`src/rtl/riscv_pkg.sv`:
```
// Shared RISC-V core definitions: fetch sequencer state encoding and core-wide defaults.
package riscv_pkg;

  localparam int          XLEN_DEFAULT     = 32;
  localparam logic [31:0] RESET_PC_DEFAULT = 32'h4000_0000;

  typedef enum logic [1:0] {
    S_RESET  = 2'd0,
    S_BOOT   = 2'd1,
    S_RUN    = 2'd2,
    S_SQUASH = 2'd3
  } seq_state_t;

endpackage

```
`src/rtl/pc_sequencer_pc_reg.sv`:
```
// Fetch PC register: plain flop bank that loads the reset vector on a synchronous active-low reset.
module pc_reg #(
  parameter int              XLEN     = 32,
  parameter logic [XLEN-1:0] RESET_PC = '0
) (
  input  logic            clk,
  input  logic            rst,
  input  logic [XLEN-1:0] d,
  output logic [XLEN-1:0] q
);

  // Capture the next fetch address every edge; reset only via the clock edge
  always_ff @(posedge clk) begin
    if (!rst) begin
      q <= RESET_PC;
    end else begin
      q <= d;
    end
  end

endmodule

```
`src/rtl/pc_sequencer.sv`:
```
// Fetch PC sequencer: picks the next fetch address, tags returning IMEM data with its PC,
// and inserts a bubble when a redirect/trap overrides a stall so ID never sees a split pair.
module pc_sequencer
  import riscv_pkg::*;
#(
  parameter int              XLEN     = XLEN_DEFAULT,
  parameter logic [XLEN-1:0] RESET_PC = XLEN'(RESET_PC_DEFAULT),
  parameter int              CNT_W    = 32
) (
  input  logic             clk,
  input  logic             rst,
  input  logic             stall,
  input  logic             redirect_valid,
  input  logic [XLEN-1:0]  redirect_pc,
  input  logic             trap_valid,
  input  logic [XLEN-1:0]  trap_pc,
  output logic [XLEN-1:0]  imem_addr,
  input  logic [XLEN-1:0]  imem_rdata,
  output logic             fetch_valid,
  output logic [XLEN-1:0]  fetch_pc,
  output logic [XLEN-1:0]  fetch_inst,
  input  logic             cnt_clr,
  output logic [CNT_W-1:0] stall_cnt,
  output logic [CNT_W-1:0] squash_cnt
);

  seq_state_t      state;
  logic [XLEN-1:0] pc;
  logic [XLEN-1:0] pc_plus4;
  logic [XLEN-1:0] next_pc;
  logic            steering;
  logic            accept;

  // Redirects and traps only steer the PC once the sequencer is past boot
  assign steering = (state == S_RUN) || (state == S_SQUASH);
  assign accept   = rst && steering && (trap_valid || redirect_valid);

  // Next-PC selection: trap over redirect over stall-hold over sequential; a squash
  // bubble re-presents the already fetched target instead of advancing past it
  always_comb begin
    pc_plus4 = pc + XLEN'(4);
    next_pc  = RESET_PC;
    if (rst) begin
      case (state)
        S_RUN: begin
          if (trap_valid)          next_pc = trap_pc;
          else if (redirect_valid) next_pc = redirect_pc;
          else if (stall)          next_pc = pc;
          else                     next_pc = pc_plus4;
        end
        S_SQUASH: begin
          if (trap_valid)          next_pc = trap_pc;
          else if (redirect_valid) next_pc = redirect_pc;
          else                     next_pc = pc;
        end
        default: next_pc = RESET_PC;
      endcase
    end
    imem_addr = {next_pc[XLEN-1:2], 2'b00};
  end

  pc_reg #(
    .XLEN     (XLEN),
    .RESET_PC (RESET_PC)
  ) u_pc_reg (
    .clk (clk),
    .rst (rst),
    .d   (imem_addr),
    .q   (pc)
  );

  assign fetch_pc   = pc;
  assign fetch_inst = imem_rdata;

  // Sequencer FSM with registered fetch_valid; a redirect/trap under stall costs one bubble
  always_ff @(posedge clk) begin
    if (!rst) begin
      state       <= S_RESET;
      fetch_valid <= 1'b0;
    end else begin
      case (state)
        S_RESET: begin
          state       <= S_BOOT;
          fetch_valid <= 1'b0;
        end
        S_BOOT: begin
          state       <= S_RUN;
          fetch_valid <= 1'b1;
        end
        S_RUN: begin
          if (accept && stall) begin
            state       <= S_SQUASH;
            fetch_valid <= 1'b0;
          end else begin
            state       <= S_RUN;
            fetch_valid <= 1'b1;
          end
        end
        S_SQUASH: begin
          if (accept) begin
            state       <= S_SQUASH;
            fetch_valid <= 1'b0;
          end else begin
            state       <= S_RUN;
            fetch_valid <= 1'b1;
          end
        end
        default: begin
          state       <= S_RESET;
          fetch_valid <= 1'b0;
        end
      endcase
    end
  end

  // Performance counters: clear beats increment, both wrap naturally
  always_ff @(posedge clk) begin
    if (!rst || cnt_clr) begin
      stall_cnt  <= '0;
      squash_cnt <= '0;
    end else begin
      if ((state == S_RUN) && stall) begin
        stall_cnt <= stall_cnt + CNT_W'(1);
      end
      if (accept) begin
        squash_cnt <= squash_cnt + CNT_W'(1);
      end
    end
  end

endmodule

```
`config.mk`:
```
export PLATFORM = sky130hd
export DESIGN_NAME = pc_sequencer
export DESIGN_NICKNAME = d
export VERILOG_FILES = /design/src/rtl/riscv_pkg.sv /design/src/rtl/pc_sequencer_pc_reg.sv /design/src/rtl/pc_sequencer.sv
export SDC_FILE = /design/constraint.sdc
export NUM_CORES = 1
export LEC_CHECK = 0
export BUFFER_PORTS_ARGS = -buffer_cell sky130_fd_sc_hd__buf_2
export CAP_MARGIN = 10
export CORE_ASPECT_RATIO = 0.9
export CORE_MARGIN = 5
export CORE_UTILIZATION = 40
export CTS_BUF_LIST = sky130_fd_sc_hd__clkbuf_16
export DETAILED_ROUTE_END_ITERATION = 12
export GPL_TIMING_DRIVEN = 0
export PLACE_DENSITY = 0.7
export SETUP_SLACK_MARGIN = 0.05
export SYNTH_ARGS = -nofsm -noshare
export SYNTH_HDL_FRONTEND = slang
export SYNTH_SLANG_ARGS = --single-unit
```
`constraint.sdc`:
```
create_clock -name clk -period 2.8 [get_ports clk]
set_clock_uncertainty 0.05 [all_clocks]
set_input_delay 0.14 -clock clk [delete_from_list [all_inputs] [get_ports clk]]
set_output_delay 0.14 -clock clk [all_outputs]
set_load 0.03 [all_outputs]
```
==> run metrics <==
CP endpoint kind output port; main flop type after synthesis dfxtp_1; Final Critical Period around 2700 ps; R2R setup slack 320 ps; Critical Path AT 2500 ps; first-pass GRT wire length 29.1 mm; wire per inst 16.9 um; reg-to-reg endpoint stall_cnt[22]; Filler Cells Inserted 1345; DRC 0; Post-Syn Area 0.00557 mm2; Placeable Area 0.0135 mm2; num rows 40; outcome finished clean; Nets 1044; Post-Syn Area per Cell ~8.0 um2; EDFF count, synth 0; Detail Placement HPWL 14.4 mm; crit start category flip-flop; FFs w/ async S/R, synth 0%; TritonCTS buffer count 9; Met3 Wirelength 1.87 mm; initial antenna violation count 1; worst-path cell chain ha_4 -> nand3b_4 -> or4_1 -> buf_4 -> or4_4 -> a31oi_2 -> buf_6; clk sinks between 90 and 100; Slew Viols, Final 0; Syn-to-layout area delta 34.1%; commonest non-fill, non-tap cell in the layout buf_2; Tot GR Track Use 22.0%; worst endpoint required time about 2600 ps; pwr/cell area approximately 460 mW/mm2; total grt overflow 0; number of global-route vias before repair 5578; CTS clk-pin slew, worst paths roughly 70 ps; CP Class reg2out; worst slew pin tran 963 ps; CP max stage delay 490 ps; WL met1 around 8.4 mm; synthesized instance count 694; H-tree Lvls 3; FF+latch count, synth 97; design area 0.00746 mm2; setup ws final 111 ps; placed insts around 1100; most frequent cells in the layout buf_2, dfxtp_1, nor2_1; share of cells above drive strength 1 between 30 and 40%; post-route clock period utilization 96.1%; max-cap viol count 0; Worst setup endpoint imem_addr[20]; I/O pin cnt 263; final WL 18.9 mm; Initial Util 41.2%; worst hold path type in2reg; largest net degree at the start of global routing 17; Fin. Hold Viols 0; die width 134 um; setup TNS 0 ps; post-synth cell types 60; Slowest-stage cell, CP or4_4; r2r startpoint stall_cnt[0]; relative slew slack 35.3%; metal2 WL a little over 8 mm; hold slack 24.8 ps; crit path launch u_pc_reg.q[3]; R2R depth 6; Setup WS pre-CTS 222 ps; Syn. warnings 0; vias per inst 5.52; VDD IR-drop max just under 0.3 mV; # setup viols final 0; Die Y-Extent around 120 um; final std cells w/o fill 1113; Top Metal Used met4; drt pass-1 iters 6; RSZ-0062 raised after global routing false; Longest Clk Path Bufs 2; DR iter-0 viols 371; placed cell area 0.00691 mm2; CP max FO 7; Clock Root Buffer clkbuf_16; Fmax 372 MHz; # port buffers 220; ANT nets after route 0; Leakage 0.00323 uW; vias after detailed routing approximately 6100; total die area 0.0164 mm2; Seq/Total Area, Yosys 34.9%; Worst-Skew Late Latency approximately 350 ps; Placer Congestion slightly below 1; TritonCTS clock tree yes
## worst min path at each step
stage	start	endpoint	slack, ps	cells past startpoint
after floorplan	rst	fetch_valid	210	1
after detailed placement	trap_pc[9]	u_pc_reg.q[9]	350	3
final	trap_pc[8]	u_pc_reg.q[8]	20	3
after global routing	trap_pc[13]	u_pc_reg.q[13]	30	3
after CTS	trap_pc[13]	u_pc_reg.q[13]	10	3
after global placement	trap_pc[17]	u_pc_reg.q[17]	350	3
## where the power goes
group	switching, uW	internal [uW]
combinational	355	190
clock	566	874
sequential	30.3	1400
## stage by stage
step	utilization (%)	total power, uW
final	55.2	3420
after detailed placement	51.1	1990
after global routing	55.2	3550
after CTS	54.3	3440
after global placement	51.1	1980
after floorplan	-	1810
## kinds of logic after synthesis
logic type | count (synthesis) | share of synthesized area (%)
compound gates | 135 | 16.0
mux | 6 | 1.08
xor+xnor | 63 | 9.91
other cells | 1 | 0.0674
fa+ha+maj | 3 | 0.674
simple gates | 304 | 28.9
flops | 97 | 34.9
buf+inv | 85 | 8.52
## routing by layer
metal,up-vias,GRT usage (%)
met4,0,6.30
met5,-,0
met1,2814,30.4
li1,2985,-
met2,316,33.0
met3,34,6.94
## cells in the mapped netlist, drive strengths merged (2+ instances only)
cell / instances / area [um2]
o22ai: 6 / 37.5
or3: 2 / 12.5
o221ai: 11 / 96.3
o31a: 4 / 35.0
o211ai: 2 / 15.0
a31o: 4 / 35.0
and3: 11 / 68.8
a21o: 3 / 22.5
mux2i: 6 / 60.1
clkbuf: 30 / 113
dfxtp: 97 / 1940
xor2: 34 / 298
xnor2: 29 / 254
or4: 3 / 22.5
a221oi: 7 / 61.3
and2: 11 / 68.8
a31oi: 4 / 25.0
nand4: 25 / 163
nor4: 22 / 144
o41ai: 2 / 17.5
buf: 46 / 328
inv: 9 / 33.8
and4: 14 / 123
o32ai: 2 / 17.5
and3b: 2 / 17.5
nand3b: 2 / 27.5
a22oi: 5 / 37.5
nand2b: 9 / 56.3
nor3: 25 / 125
nand4b: 3 / 26.3
o31ai: 9 / 67.6
o21ai: 20 / 100
nor2: 75 / 282
nand3: 36 / 185
nand2: 51 / 191
a21oi: 46 / 230
nor2b: 8 / 50.1
a211oi: 2 / 15.0
ha: 3 / 37.5
## sequential cells by signal, summed over array words and instances (netlist names)
name	flops
stall_cnt	32
state	2
squash_cnt	32
u_pc_reg.q	30
fetch_valid	1
## area by class of cell
class	count	area (um2)	share of cell area, %
Antenna cell	1	2.50	0.0335
Buffer	76	462	6.19
Clock buffer	9	225	3.02
Clock inverter	7	115	1.54
Inverter	9	33.8	0.453
Multi-Input combinational cell	515	3260	43.7
Sequential cell	97	1950	26.2
Tap cell	168	210	2.82
Timing Repair Buffer	231	1200	16.1
## timing repair
item,CTS,global route
pin swaps,0,4
setup buffers,1,6
gates resized for setup,12,26
hold buffers,4,0
endpoints found under the hold margin,4,0
endpoints found under the setup margin,10,16
## worst max-delay path, delay by kind of cell, from the launching register on
| family | cells | cell delay, ps |
|---|---|---|
| AOI/OAI and AO/OA | 1 | 210 |
| buffers and inverters | 2 | 340 |
| adders and majority gates | 1 | 180 |
| and+or+nand+nor | 3 | 1060 |
| DFF | 1 | 370 |
(Power assumes the default switching activity.)
